===== config.mk =====
export PLATFORM = sky130hd
export DESIGN_NAME = regfile_access_sequencer_flat
export DESIGN_NICKNAME = d
export VERILOG_FILES = /design/src/rtl/regfile_access_sequencer_if.sv /design/src/rtl/regfile_access_sequencer.sv /design/src/flat_wrapper.sv
export SDC_FILE = /design/constraint.sdc
export NUM_CORES = 1
export LEC_CHECK = 0
export BUFFER_PORTS_ARGS = -buffer_cell sky130_fd_sc_hd__buf_2
export CORE_MARGIN = 5
export CORE_UTILIZATION = 53
export CTS_CLUSTER_DIAMETER = 80
export DETAILED_ROUTE_END_ITERATION = 8
export PLACE_DENSITY_LB_ADDON = 0.15
export SLEW_MARGIN = 20
export SYNTH_ARGS = -nofsm -noshare
export SYNTH_HDL_FRONTEND = slang
export SYNTH_SLANG_ARGS = --single-unit

===== constraint.sdc =====
create_clock -name clk -period 6 [get_ports clk]
set_clock_uncertainty 0.2 [all_clocks]
set_input_delay 1.2 -clock clk [delete_from_list [all_inputs] [get_ports clk]]
set_output_delay 1.2 -clock clk [all_outputs]
set_load 0.005 [all_outputs]

===== src/rtl/regfile_access_sequencer_if.sv =====
// Request, operand-return and register-file port bundle around the access sequencer.
// The master side is the surrounding pipeline plus the register file; the sequencer is the slave.
interface regfile_access_sequencer_if #(
    parameter int DATA_W = 32,
    parameter int ADDR_W = 5
);
    logic              fetch_valid;
    logic              fetch_ready;
    logic [ADDR_W-1:0] fetch_rs1;
    logic [ADDR_W-1:0] fetch_rs2;
    logic              op_valid;
    logic              op_ready;
    logic [DATA_W-1:0] op_a;
    logic [DATA_W-1:0] op_b;
    logic              wb_valid;
    logic              wb_ready;
    logic [ADDR_W-1:0] wb_addr;
    logic [DATA_W-1:0] wb_data;
    logic [ADDR_W-1:0] rf_read_addr;
    logic [ADDR_W-1:0] rf_write_addr;
    logic              rf_r_or_w;
    logic [DATA_W-1:0] rf_write_val;
    logic [DATA_W-1:0] rf_read_value;
    logic              busy;

    modport master (
        output fetch_valid, fetch_rs1, fetch_rs2, op_ready, wb_valid, wb_addr, wb_data,
               rf_read_value,
        input  fetch_ready, op_valid, op_a, op_b, wb_ready, rf_read_addr, rf_write_addr,
               rf_r_or_w, rf_write_val, busy
    );

    modport slave (
        input  fetch_valid, fetch_rs1, fetch_rs2, op_ready, wb_valid, wb_addr, wb_data,
               rf_read_value,
        output fetch_ready, op_valid, op_a, op_b, wb_ready, rf_read_addr, rf_write_addr,
               rf_r_or_w, rf_write_val, busy
    );
endinterface


===== src/rtl/regfile_access_sequencer.sv =====
// Serialises writebacks and two-operand fetches onto a single-port register file,
// writeback first, returning both operands through a valid/ready handshake.
module regfile_access_sequencer #(
    parameter int DATA_W        = 32,
    parameter int ADDR_W        = 5,
    parameter bit ZERO_HARDWIRE = 1'b1
) (
    input logic                     clk,
    input logic                     reset,
    regfile_access_sequencer_if.slave bus
);

    typedef enum logic [2:0] {IDLE, WR, RD1, RD2, CAP, RESP} state_t;

    state_t            state;
    state_t            state_next;
    logic [ADDR_W-1:0] rs1_q;
    logic [ADDR_W-1:0] rs2_q;
    logic [ADDR_W-1:0] wb_addr_q;
    logic [DATA_W-1:0] wb_data_q;
    logic [DATA_W-1:0] op_a_q;
    logic [DATA_W-1:0] op_b_q;
    logic              wb_drop;

    // A writeback to x0 is acknowledged but never reaches the register file.
    assign wb_drop = ZERO_HARDWIRE && (bus.wb_addr == '0);

    always_ff @(posedge clk or posedge reset) begin
        if (reset) state <= IDLE;
        else       state <= state_next;
    end

    // NOTE: every output gets a default before the case so no path leaves it unassigned (no latches).
    always_comb begin
        state_next        = state;
        bus.wb_ready      = 1'b0;
        bus.fetch_ready   = 1'b0;
        bus.op_valid      = 1'b0;
        bus.busy          = 1'b1;
        bus.rf_r_or_w     = 1'b1;
        bus.rf_read_addr  = '0;
        bus.rf_write_addr = '0;
        bus.rf_write_val  = '0;
        case (state)
            IDLE: begin
                bus.busy        = 1'b0;
                bus.wb_ready    = 1'b1;
                bus.fetch_ready = !bus.wb_valid;
                if (bus.wb_valid) begin
                    if (!wb_drop) state_next = WR;
                end else if (bus.fetch_valid) begin
                    state_next = RD1;
                end
            end
            WR: begin
                bus.rf_r_or_w     = 1'b0;
                bus.rf_write_addr = wb_addr_q;
                bus.rf_write_val  = wb_data_q;
                state_next        = IDLE;
            end
            RD1: begin
                bus.rf_read_addr = rs1_q;
                state_next       = RD2;
            end
            RD2: begin
                bus.rf_read_addr = rs2_q;
                state_next       = CAP;
            end
            CAP:  state_next = RESP;
            RESP: begin
                bus.op_valid = 1'b1;
                if (bus.op_ready) state_next = IDLE;
            end
            default: state_next = IDLE;
        endcase
    end

    // NOTE: sequential state uses non-blocking assignments so all registers update from pre-edge values.
    always_ff @(posedge clk or posedge reset) begin
        if (reset) begin
            rs1_q     <= '0;
            rs2_q     <= '0;
            wb_addr_q <= '0;
            wb_data_q <= '0;
            op_a_q    <= '0;
            op_b_q    <= '0;
        end else begin
            if (state == IDLE) begin
                if (bus.wb_valid) begin
                    wb_addr_q <= bus.wb_addr;
                    wb_data_q <= bus.wb_data;
                end else if (bus.fetch_valid) begin
                    rs1_q <= bus.fetch_rs1;
                    rs2_q <= bus.fetch_rs2;
                end
            end
            // Register-file data lags the address by one cycle: rs1 lands in RD2, rs2 in CAP.
            if (state == RD2) op_a_q <= (ZERO_HARDWIRE && rs1_q == '0) ? '0 : bus.rf_read_value;
            if (state == CAP) op_b_q <= (ZERO_HARDWIRE && rs2_q == '0) ? '0 : bus.rf_read_value;
        end
    end

    assign bus.op_a = op_a_q;
    assign bus.op_b = op_b_q;

endmodule


===== src/flat_wrapper.sv =====
// flat-port wrapper written by rule: the top's interface ports become plain ports
module regfile_access_sequencer_flat 
#(
    parameter int DATA_W        = 32,
    parameter int ADDR_W        = 5,
    parameter bit ZERO_HARDWIRE = 1'b1
)
  (clk, reset, bus_fetch_valid, bus_fetch_rs1, bus_fetch_rs2, bus_op_ready, bus_wb_valid, bus_wb_addr, bus_wb_data, bus_rf_read_value, bus_fetch_ready, bus_op_valid, bus_op_a, bus_op_b, bus_wb_ready, bus_rf_read_addr, bus_rf_write_addr, bus_rf_r_or_w, bus_rf_write_val, bus_busy);
  regfile_access_sequencer_if #(.DATA_W(DATA_W), .ADDR_W(ADDR_W)) bus_i ();
  input logic clk;
  input logic reset;
  input wire logic [$bits(bus_i.fetch_valid)-1:0] bus_fetch_valid;
  input wire logic [$bits(bus_i.fetch_rs1)-1:0] bus_fetch_rs1;
  input wire logic [$bits(bus_i.fetch_rs2)-1:0] bus_fetch_rs2;
  input wire logic [$bits(bus_i.op_ready)-1:0] bus_op_ready;
  input wire logic [$bits(bus_i.wb_valid)-1:0] bus_wb_valid;
  input wire logic [$bits(bus_i.wb_addr)-1:0] bus_wb_addr;
  input wire logic [$bits(bus_i.wb_data)-1:0] bus_wb_data;
  input wire logic [$bits(bus_i.rf_read_value)-1:0] bus_rf_read_value;
  output wire logic [$bits(bus_i.fetch_ready)-1:0] bus_fetch_ready;
  output wire logic [$bits(bus_i.op_valid)-1:0] bus_op_valid;
  output wire logic [$bits(bus_i.op_a)-1:0] bus_op_a;
  output wire logic [$bits(bus_i.op_b)-1:0] bus_op_b;
  output wire logic [$bits(bus_i.wb_ready)-1:0] bus_wb_ready;
  output wire logic [$bits(bus_i.rf_read_addr)-1:0] bus_rf_read_addr;
  output wire logic [$bits(bus_i.rf_write_addr)-1:0] bus_rf_write_addr;
  output wire logic [$bits(bus_i.rf_r_or_w)-1:0] bus_rf_r_or_w;
  output wire logic [$bits(bus_i.rf_write_val)-1:0] bus_rf_write_val;
  output wire logic [$bits(bus_i.busy)-1:0] bus_busy;
  assign bus_i.fetch_valid = bus_fetch_valid;
  assign bus_i.fetch_rs1 = bus_fetch_rs1;
  assign bus_i.fetch_rs2 = bus_fetch_rs2;
  assign bus_i.op_ready = bus_op_ready;
  assign bus_i.wb_valid = bus_wb_valid;
  assign bus_i.wb_addr = bus_wb_addr;
  assign bus_i.wb_data = bus_wb_data;
  assign bus_i.rf_read_value = bus_rf_read_value;
  assign bus_fetch_ready = bus_i.fetch_ready;
  assign bus_op_valid = bus_i.op_valid;
  assign bus_op_a = bus_i.op_a;
  assign bus_op_b = bus_i.op_b;
  assign bus_wb_ready = bus_i.wb_ready;
  assign bus_rf_read_addr = bus_i.rf_read_addr;
  assign bus_rf_write_addr = bus_i.rf_write_addr;
  assign bus_rf_r_or_w = bus_i.rf_r_or_w;
  assign bus_rf_write_val = bus_i.rf_write_val;
  assign bus_busy = bus_i.busy;
  regfile_access_sequencer #(.DATA_W(DATA_W), .ADDR_W(ADDR_W), .ZERO_HARDWIRE(ZERO_HARDWIRE)) u_core (.clk(clk), .reset(reset), .bus(bus_i));
endmodule

# Word level (Yosys, flattened, before mapping)
# Cells that the tools add are included.
# W data, S select, Z words.
# word_totals
regBits	114
latch_bits	0
ramBits	0
mem_bits_ro	0
in_bits	84
word_cells	39
mem_count	0
# op_classes
n_addsub	0
n_mul	0
div	0
order_cmp	0
n_eq_ne	8
shifts	0
muxes	15
bitwise	1
reduce_logical	8
# op_table
operator	n
$mux W32	3
$logic_not A5 Y1	3
$pmux W3 S5	1
$mux W3	4
$pmux W5 S2	1
$eq A3 B2 Y1 const B	2
$eq A3 B3 Y1 const B	2
$ne A3 B3 Y1 const B	2
$reduce_and A3 Y1	2
$mux W1	5
$mux W5	1
$eq A3 B1 Y1 const B	1
$logic_not A3 Y1	1
$ne A2 B2 Y1 const B	1
$reduce_and A2 Y1	1
$logic_not A1 Y1	1
$not A1 Y1	1

# Depth between registers and ports, before layout
# Gate-level depths: netlist (run 1).
# logic_depth
ltp_word	4
depth_mapped	6

# Least setup slack after synthesis (run 1)
# No wires, ideal clock.
# synth_path
kind	input -> output
start	in bus_wb_valid
end	out bus_fetch_ready
arrival_ns	1.306
required_ns	4.600
setup_slack_ns	3.294
cell_stages	1
path_buffers	0
path_cell_list	nor2_1
# synth_via
elab_chain_len	2
# synth_lines
element	line	source
start, declared	flat_wrapper.sv:16	input wire logic [$bits(bus_i.wb_valid)-1:0] bus_wb_valid;
$logic_not A1 Y1	regfile_access_sequencer.sv:48	bus.fetch_ready = !bus.wb_valid;
$mux W1	regfile_access_sequencer.sv:44	case (state)
end, declared	flat_wrapper.sv:20	output wire logic [$bits(bus_i.fetch_ready)-1:0] bus_fetch_ready;
# No other way between the ends.

# Worst setup path after layout (run 1)
# layout_path
start	reg u_core.state[0]
end	out bus_rf_write_addr[0]
# layout_via
elab_chain_len	2
# layout_lines
element	line	source
start, declared	regfile_access_sequencer.sv:15	state_t state;
start signal, assigned	regfile_access_sequencer.sv:30	else state <= state_next;
$eq A3 B1 Y1	regfile_access_sequencer.sv:44	
$mux W5	regfile_access_sequencer.sv:44	
end, declared	flat_wrapper.sv:26	output wire logic [$bits(bus_i.rf_write_addr)-1:0] bus_rf_write_addr;
# No other way between the ends.

==> results of run 1 <==
## power groups by stage
stage | logic (mW) | clock network (mW) | registers, mW
after floorplan | 0.869 | 0 | 1.35
after global placement | 1.28 | 0 | 1.38
after detailed placement | 1.32 | 0 | 1.40
after CTS | 1.34 | 1.03 | 1.40
after global routing | 1.45 | 1.08 | 1.45
final | 1.31 | 1.01 | 1.40
## state kept, by name, indices dropped and copies added (netlist names)
signal / flops
u_core.bus.op_a: 32
u_core.state: 3
u_core.rs1_q: 5
u_core.wb_addr_q: 5
u_core.wb_data_q: 32
u_core.bus.op_b: 32
u_core.rs2_q: 5
## layout make-up
type	count	area (um^2)
timing repair buffer	199	1010
sequential	114	2850
tap	129	161
inverter	4	20.0
fill	697	2640
clock buffer	23	477
multi-input combinational	312	1950
clock inverter	9	128
## cell usage in the layout (no fill, tap or decap)
| master | n |
|---|---|
| o21ai_0 | 26 |
| clkbuf_16 | 16 |
| or4_1 | 1 |
| buf_2 | 194 |
| clkinvlp_4 | 3 |
| bufinv_16 | 3 |
| or4_4 | 2 |
| nor2_4 | 2 |
| nor2_1 | 7 |
| clkbuf_1 | 2 |
| nand2_1 | 132 |
| nor3_1 | 1 |
| and2_4 | 1 |
| mux2i_1 | 5 |
| buf_4 | 5 |
| dfrtp_1 | 114 |
| and2_1 | 37 |
| mux2_2 | 17 |
| o2111ai_1 | 1 |
| nor3_4 | 1 |
| clkinv_2 | 3 |
| clkbuf_8 | 5 |
| nand3b_1 | 1 |
| nand2b_1 | 1 |
| nor2b_1 | 2 |
| inv_1 | 3 |
| nor3b_1 | 1 |
| inv_6 | 1 |
| nor3_2 | 1 |
| mux2_4 | 30 |
| nor3b_4 | 1 |
| o21ai_1 | 39 |
| and3b_1 | 1 |
| or3b_2 | 1 |
| a22oi_1 | 1 |
## metrics by stage
stage / worst slack, ps / power (mW) / util
6_report: 2410 / 3.72 / 0.714
5_1_grt: 2240 / 3.97 / 0.714
4_1_cts: 2370 / 3.77 / 0.713
3_5_place_dp: 2930 / 2.72 / 0.648
3_3_place_gp: 2980 / 2.67 / 0.648
2_1_floorplan: 1580 / 2.22 / -
## final timing paths
path                                                  from                         endpoint  slack [ps]
max                            u_core.state[0]$_DFFE_PP0P_             bus_rf_write_addr[0]        2410
min                        u_core.bus.op_b[30]$_DFFE_PP0N_  u_core.bus.op_b[30]$_DFFE_PP0N_         280
max reg2reg                    u_core.state[0]$_DFFE_PP0P_  u_core.wb_addr_q[4]$_DFFE_PP0P_        3730
min reg2reg                u_core.bus.op_b[30]$_DFFE_PP0N_  u_core.bus.op_b[30]$_DFFE_PP0N_         280
max in group asynchronous                            reset  u_core.bus.op_a[28]$_DFFE_PP0N_        4000
min in group asynchronous                            reset  u_core.wb_data_q[2]$_DFFE_PP0P_         610
## per-layer routing
metal / track usage / vias to the layer above / part of all wire
met5: 0 / - / 0
met4: 0.104 / 0 / 0.027
met3: 0.0642 / 26 / 0.068
met2: 0.377 / 158 / 0.52
met1: 0.291 / 1985 / 0.39
li1: - / 1880 / -
## cells by family (layout without fill, tap and decap cells)
family	after synthesis	in the layout	synth area share
buffers and inverters	35	235	0.0488
and+or+nand+nor	193	193	0.181
DFF	114	114	0.565
AOI/OAI and AO/OA	67	67	0.0677
muxes	52	52	0.137
## worst register-to-register path: cells and delay by family (launching register included)
kind | cells | cell delay [ps]
AND/OR/NAND/NOR | 2 | 920
flip-flops | 1 | 600
multiplexers | 1 | 440
==> results.ini, run 1 <==
[power_and_ir_drop]
p_int_mw=2.51
power_switching_mw=1.21
combPwrFrac=0.352
cellLeakagePower_nw=3.38
p_seq_frac=0.376
irDropWorstVdd_mv=0.310
p_per_area_mw_per_mm2=564
switching_share=0.325
p_clk_frac=0.273

[layout]
layout-drive-gt1-share=0.433
synthToLayoutAreaGrowth_pct=30.7
diodes=0
instances_no_fill=790
final_nets=732
design_area_mm2=0.00660

[routing]
drc=0
routedWlPerCell_um=16.4
drt-pass1-iter-count=4
vias=4049
routed_wirelength_um=13000
drtAntennaViolNets=0
vias_per_cell=5.13
drt_iter0_drc=150

[synthesis]
ys_seq_area_frac=0.565
yosys_warnings=0
synth_common_cells=nand2_1 (132), dfrtp_1 (114), o21ai_1 (39)
netlist_area_mm2=0.00505
async_flop_share=1.00
synthTopCellsByArea=dfrtp_1 (57%), nand2_1 (9.8%), mux2_4 (8.9%), and2_1 (4.7%), o21ai_1 (3.9%)
synth_area_per_cell_um2=10.9
syn_inst=461
yosysMostFrequentCell=nand2_1
ys_ff_latch=114
synth_top_area_share=0.565
syn_nets=545
synth_top_flop_cell=dfrtp_1
synth_cell_types=31
synth_edf_count=0
yosys.area.top_type=dfrtp_1

[status]
outcome=complete, no violations

[timing]
relSlewSlack=0.505
tns_ps=0
fmax_mhz=278
period_minus_slack_ps=3590
slew_violations=0
hold_ws_ps=278
tightest_slew_ps=741
fin_crit_sh=0.599
grt_setup_unrepaired=false
setup_viol=0
hold_viol_final=0

[min_path]
hp-class=flop to flop
hold_path_depth=2

[setup_path]
critical_path.max_stage_delay_ps=730
setup.worst_path.class=flop to output pin
end_kind=output pin
ff2ff_path_depth=3
cp_top_family=flip-flops
worstPathCellList=inv_1 > nor3_2 > buf_4 > and2_1 > buf_2
slowest_stage=dfrtp_1
crit_cells=5
cp_max_fo=38
crit_buf_inv=3
worst-endpoint-required_ps=4600
critical_path_arrival_ps=2190
startpoint_type=flop

[run]
cap_viol_max_count=0

[clock_tree]
cts_resized=0
clk_latency_ps=500
cts.htree.levels=4
cts_tree=built
cts-hold-fix-buffers=0
cts_sinks=114
path_clk_slew_ps=50
numCtsBuffers=17
cts-root-buf=clkbuf_8
cts_buffer_depth=2
cts_setup_buffers=0

[global_route]
grt_max_degree=79
grt_use_total=0.233
grt_pass1_vias=4244
grt_pass1_wl_um=20900
overflow=0
antenna_found_initial=0

[placement]
place.port_buffers=194
post-dp-hpwl_um=8780
placed_area_mm2=0.00599
dp.cells=758
gp_congestion=0.817

[floorplan]
die_area_mm2=0.0116
num_rows=35
core_mm2=0.00924
initial_core_util=0.546
die_y_um=108
ios=195
dieWidth_um=108

Power figures use the tool's default switching activity.
==> inputs of run 2 (changes only) <==
--- a/config.mk
+++ b/config.mk
@@ -7,7 +7,7 @@
 export LEC_CHECK = 0
 export BUFFER_PORTS_ARGS = -buffer_cell sky130_fd_sc_hd__buf_2
 export CORE_MARGIN = 5
-export CORE_UTILIZATION = 53
+export CORE_UTILIZATION = 44
 export CTS_CLUSTER_DIAMETER = 80
 export DETAILED_ROUTE_END_ITERATION = 8
 export PLACE_DENSITY_LB_ADDON = 0.15
==> constraint.sdc (replaced) <==
create_clock -name clk -period 3.1 [get_ports clk]
set_clock_uncertainty 0.2 [all_clocks]
set_input_delay 0.62 -clock clk [delete_from_list [all_inputs] [get_ports clk]]
set_output_delay 0.62 -clock clk [all_outputs]
set_load 0.005 [all_outputs]
==> run 2 against run 1 <==
  * Core utilization is 13 points lower
  * Routed wire length hardly changed
  * Setup slack worse by 1900 ps
  * Worst hold slack worse by 100 ps
  * Non-clock buffer count is 3 higher
  * Register-to-register slack worse by 2800 ps
  * Via count is 3.6% lower
  * Die area is 18% higher
  * Sequential share of layout area is 0.37 points lower
  * Total power is 93% higher
  * Clock-buffer cell count is 1 lower
  * Largest power group unchanged
==> results.ini, run 2 (synthesis results as in run 1) <==
[status]
outcome=complete, no violations

[routing]
wl_met1_um=5370
wl_met2_um=6550
drc=0
vias_per_cell=4.84
drt_iter0_drc=285
drtAntennaViolNets=0
dr.max_layer_used=met4
routedWlPerCell_um=16.1
routed_wirelength_um=13000
drt-pass1-iter-count=4
vias=3902
route.met3.wl_um=862

[timing]
tightest_slew_ps=778
slew_violations=0
period_minus_slack_ps=2640
hold_viol_final=0
fin_crit_sh=0.850
hold_ws_ps=174
fmax_mhz=379
relSlewSlack=0.480
setup_slack_ps=465
tns_ps=0
setup_viol=0
grt_setup_unrepaired=false

[setup_path]
critical_path.max_stage_delay_ps=310
slowest_stage=dfrtp_1
setup.worst_path.class=flop to output pin
crit_buf_inv=4
worstPathCellList=buf_4 > inv_1 > nor3_2 > buf_4 > and2_1 > buf_2
cpMostUsedCell=buf_4
ff2ff_path_depth=3
end_kind=output pin
critical_path_arrival_ps=1820
cp_max_fo=38
reg2reg_from=u_core.rs1_q[0]$_DFFE_PP0P_
startpoint_type=flop
worst-endpoint-required_ps=2280
cp_top_family=buffers and inverters
reg2reg_setup_slack_ps=960
rr_endpoint=u_core.bus.op_a[15]$_DFFE_PP0N_

[layout]
instances_no_fill=807
post-route-util=0.588
layout_commonest_cell=buf_2
synthToLayoutAreaGrowth_pct=31.9
final_nets=735
layout-drive-gt1-share=0.437
mostFrequentLayoutCells=buf_2 (194), nand2_1 (132), dfrtp_1 (114), o21ai_1 (39), and2_1 (37)
design_area_mm2=0.00665
diodes=0

[clock_tree]
path_clk_slew_ps=50
clk_latency_ps=410
cts_setup_buffers=0
cts_tree=built
cts-hold-fix-buffers=0
cts_buffer_depth=2
cts.htree.levels=4
numCtsBuffers=17
cts_resized=0
cts-root-buf=clkbuf_16
cts_sinks=114

[floorplan]
initial_core_util=0.446
dieWidth_um=117
num_rows=39
die_area_mm2=0.0137
core_mm2=0.0113
die_y_um=117
ios=195

[global_route]
overflow=0
grt_pass1_wl_um=20500
antenna_found_initial=0
grt_pass1_vias=4088
grt_max_degree=115
grt_use_total=0.194

[min_path]
hp-class=primary input to async pin

[placement]
dp.cells=775
dp_slack_ps=862
place.port_buffers=194
gp_congestion=0.798
post-dp-hpwl_um=8940
placed_area_mm2=0.00605

[power_and_ir_drop]
irDropWorstVdd_mv=0.594
p_per_area_mw_per_mm2=1080
cellLeakagePower_nw=3.40
power_mw=7.17

[run]
cap_viol_max_count=0

[run 2: changes by cell type in the layout (fill, tap and decap cells not counted), sizes merged]
cell    delta
clkinv     +3
bufinv     -1
clkbuf     -1
inv        -1
buf        +3
[run 2: cell type report]
| class | count | area, um^2 |
|---|---|---|
| Fill cell | 1035 | 4670 |
| Sequential cell | 114 | 2850 |
| Multi-Input combinational cell | 312 | 1950 |
| Timing Repair Buffer | 202 | 1060 |
| Clock buffer | 22 | 494 |
| Tap cell | 143 | 179 |
| Clock inverter | 10 | 105 |
| Inverter | 4 | 18.8 |
[run 2: worst reg2reg max path: cells and delay by family, from the launching register on]
kind,cells,cell delay [ps]
AO/OA/AOI/OAI,1,250
flip-flops,1,390
AND/OR/NAND/NOR,2,1130
[run 2: per-layer routing]
metal  GRT usage  vias up
li1            -     1891
met3      0.0591       17
met5           0        -
met1       0.241     1879
met2       0.319      115
met4      0.0749        0
[run 2: worst max-delay path by stage]
stage	slack, ps	depth (start not counted)	start	to
3_3_place_gp	900	6	u_core.state[0]$_DFFE_PP0P_	bus_rf_write_val[5]
4_1_cts	410	6	u_core.state[0]$_DFFE_PP0P_	bus_rf_write_val[27]
3_5_place_dp	860	6	u_core.state[0]$_DFFE_PP0P_	bus_rf_write_val[27]
2_1_floorplan	890	1	reset	u_core.bus.op_a[0]$_DFFE_PP0N_
5_1_grt	290	6	u_core.state[0]$_DFFE_PP0P_	bus_rf_write_val[4]
6_report	460	6	u_core.state[0]$_DFFE_PP0P_	bus_rf_write_val[27]
[run 2: report_power, final]
part | total [mW] | internal (mW) | switching, mW | leakage, nW
Clock | 1.93 | 1.28 | 0.653 | 0.297
Sequential | 2.66 | 2.23 | 0.431 | 1.38
Combinational | 2.58 | 1.35 | 1.22 | 1.72
Total | 7.17 | 4.86 | 2.31 | 3.40
==> inputs of run 3 (changes only) <==
--- a/config.mk
+++ b/config.mk
@@ -7,7 +7,8 @@
 export LEC_CHECK = 0
 export BUFFER_PORTS_ARGS = -buffer_cell sky130_fd_sc_hd__buf_2
 export CORE_MARGIN = 5
-export CORE_UTILIZATION = 44
+export CORE_UTILIZATION = 46
+export CTS_BUF_LIST = sky130_fd_sc_hd__clkbuf_4 sky130_fd_sc_hd__clkbuf_8
 export CTS_CLUSTER_DIAMETER = 80
 export DETAILED_ROUTE_END_ITERATION = 8
 export PLACE_DENSITY_LB_ADDON = 0.15
==> run 3 against run 2 <==
  * First-iteration DRC count fell by 31%
  * Core utilization is 1.6 points higher
  * Cell area down 2.0%
  * Sequential share of layout area grew 0.88 points
  * Sequential power about the same
  * Die area is 4.0% lower
  * Clock-buffer cell count unchanged
  * Via count fell by 0.13%
  * Critical path depth unchanged
  * Routed wire length shrank 1.8%
==> results.ini, run 3 (synthesis results as in run 1) <==
[routing]
vias_per_cell=4.84
drt_iter0_drc=197
routedWlPerCell_um=15.8
drtAntennaViolNets=0
vias=3897
routed_wirelength_um=12700
drt-pass1-iter-count=6
drc=0

[timing]
slew_violations=0
fin_crit_sh=0.874
hold_viol_final=0
tightest_slew_ps=785
grt_setup_unrepaired=false
hold_ws_ps=100
period_minus_slack_ps=2710
fmax_mhz=369
relSlewSlack=0.476
tns_ps=0
setup_viol=0

[setup_path]
cp_max_fo=38
critical_path_arrival_ps=1890
endpoint=bus_rf_write_addr[0]
worstPathCellList=buf_4 > inv_1 > nor3_2 > buf_4 > and2_1 > buf_2
worst-endpoint-required_ps=2280
slowest_stage=dfrtp_1
critPathLaunch=u_core.state[0]$_DFFE_PP0P_
setup.worst_path.class=flop to output pin
reg2reg_setup_slack_ps=840
ff2ff_path_depth=4
critical_path.max_stage_delay_ps=320
end_kind=output pin
startpoint_type=flop
reg2reg_from=u_core.state[2]$_DFFE_PP0P_
rr_endpoint=u_core.wb_addr_q[4]$_DFFE_PP0P_
cpMostUsedCell=buf_4

[global_route]
grt_max_degree=75
overflow=0
grt_use_total=0.199
grt_pass1_vias=3955
antenna_found_initial=0
grt_pass1_wl_um=20200

[floorplan]
die_y_um=115
core_mm2=0.0108
die_area_mm2=0.0132
dieWidth_um=115
num_rows=38
ios=195
initial_core_util=0.468

[clock_tree]
clk_latency_ps=430
path_clk_slew_ps=70
cts-hold-fix-buffers=0
cts-root-buf=clkbuf_8
numCtsBuffers=17
cts_resized=0
cts.htree.levels=4
cts_sinks=114
cts_tree=built
cts_setup_buffers=0
cts_buffer_depth=2

[placement]
place.port_buffers=194
gp_congestion=0.808
post-dp-hpwl_um=8880

[layout]
synthToLayoutAreaGrowth_pct=29.2
final_nets=736
multi_input_comb_area_mm2=0.00195
regArea_mm2=0.00285
layout-drive-gt1-share=0.439
layout_commonest_cell=buf_2
fillCellCount=940
diodes=0
mostFrequentLayoutCells=buf_2 (194), nand2_1 (132), dfrtp_1 (114), o21ai_1 (39), and2_1 (37)

[power_and_ir_drop]
irDropWorstVdd_mv=0.425
p_per_area_mw_per_mm2=1050
cellLeakagePower_nw=3.35

[min_path]
hp-class=primary input to async pin

[run]
cap_viol_max_count=0

[status]
outcome=complete, no violations

## run 3: cell types whose count changed in the layout (fill, tap and decap cells not counted)
cell        delta
buf_4          +2
clkbuf_8      +16
or3b_1         -1
clkbuf_4       +1
clkbuf_16     -17
bufinv_16      +3
or3b_2         +1
clkinvlp_4     -1
clkinv_2       -2
buf_12         -1
## run 3: worst min-delay path by stage
stage / end / depth (start not counted) / start / slack, ps
2_1_floorplan: u_core.bus.op_b[16]$_DFFE_PP0N_ / 2 / u_core.bus.op_b[16]$_DFFE_PP0N_ / 270
3_3_place_gp: u_core.bus.op_a[2]$_DFFE_PP0N_ / 2 / u_core.bus.op_a[2]$_DFFE_PP0N_ / 260
3_5_place_dp: u_core.bus.op_a[1]$_DFFE_PP0N_ / 2 / u_core.bus.op_a[1]$_DFFE_PP0N_ / 260
4_1_cts: u_core.bus.op_b[12]$_DFFE_PP0N_ / 3 / reset / 110
5_1_grt: u_core.bus.op_b[10]$_DFFE_PP0N_ / 3 / reset / 110
6_report: u_core.bus.op_b[10]$_DFFE_PP0N_ / 3 / reset / 100
## run 3: per-stage QoR
| stage | instance area (um^2) | power (mW) | setup slack (ps) | cells | utilization |
|---|---|---|---|---|---|
| 2_1_floorplan | 5050 | 4.30 | 895 | 461 | - |
| 3_3_place_gp | 6050 | 5.21 | 883 | 773 | 0.560 |
| 3_5_place_dp | 6050 | 5.29 | 809 | 773 | 0.560 |
| 4_1_cts | 6520 | 6.95 | 326 | 805 | 0.604 |
| 5_1_grt | 6520 | 7.38 | 195 | 805 | 0.604 |
| 6_report | 6520 | 6.86 | 391 | 805 | 0.604 |
## run 3: worst max-delay path, delay by kind of cell, from the launching register on
| family | cells | cell delay [ps] |
|---|---|---|
| buffers and inverters | 4 | 760 |
| AND/OR/NAND/NOR | 2 | 370 |
| flip-flops | 1 | 320 |
## run 3: layer usage
| layer | GRT usage | routed length (um) |
|---|---|---|
| met5 | 0 | 0 |
| met4 | 0.0493 | 101 |
| met3 | 0.0974 | 1360 |
| met2 | 0.315 | 6050 |
| met1 | 0.247 | 5240 |
## run 3: area by class of cell
class	count	share of cell area
sequential	114	0.438
clock buffer	22	0.0455
timing repair buffer	203	0.161
tap	140	0.0269
clock inverter	10	0.0272
multi-input combinational	312	0.299
inverter	4	0.00288
## run 3: where the power goes
part | internal (mW) | switching, mW | total (mW)
Combinational | 1.34 | 1.23 | 2.57
Sequential | 2.23 | 0.423 | 2.65
Clock | 1.05 | 0.590 | 1.64
Total | 4.62 | 2.24 | 6.86
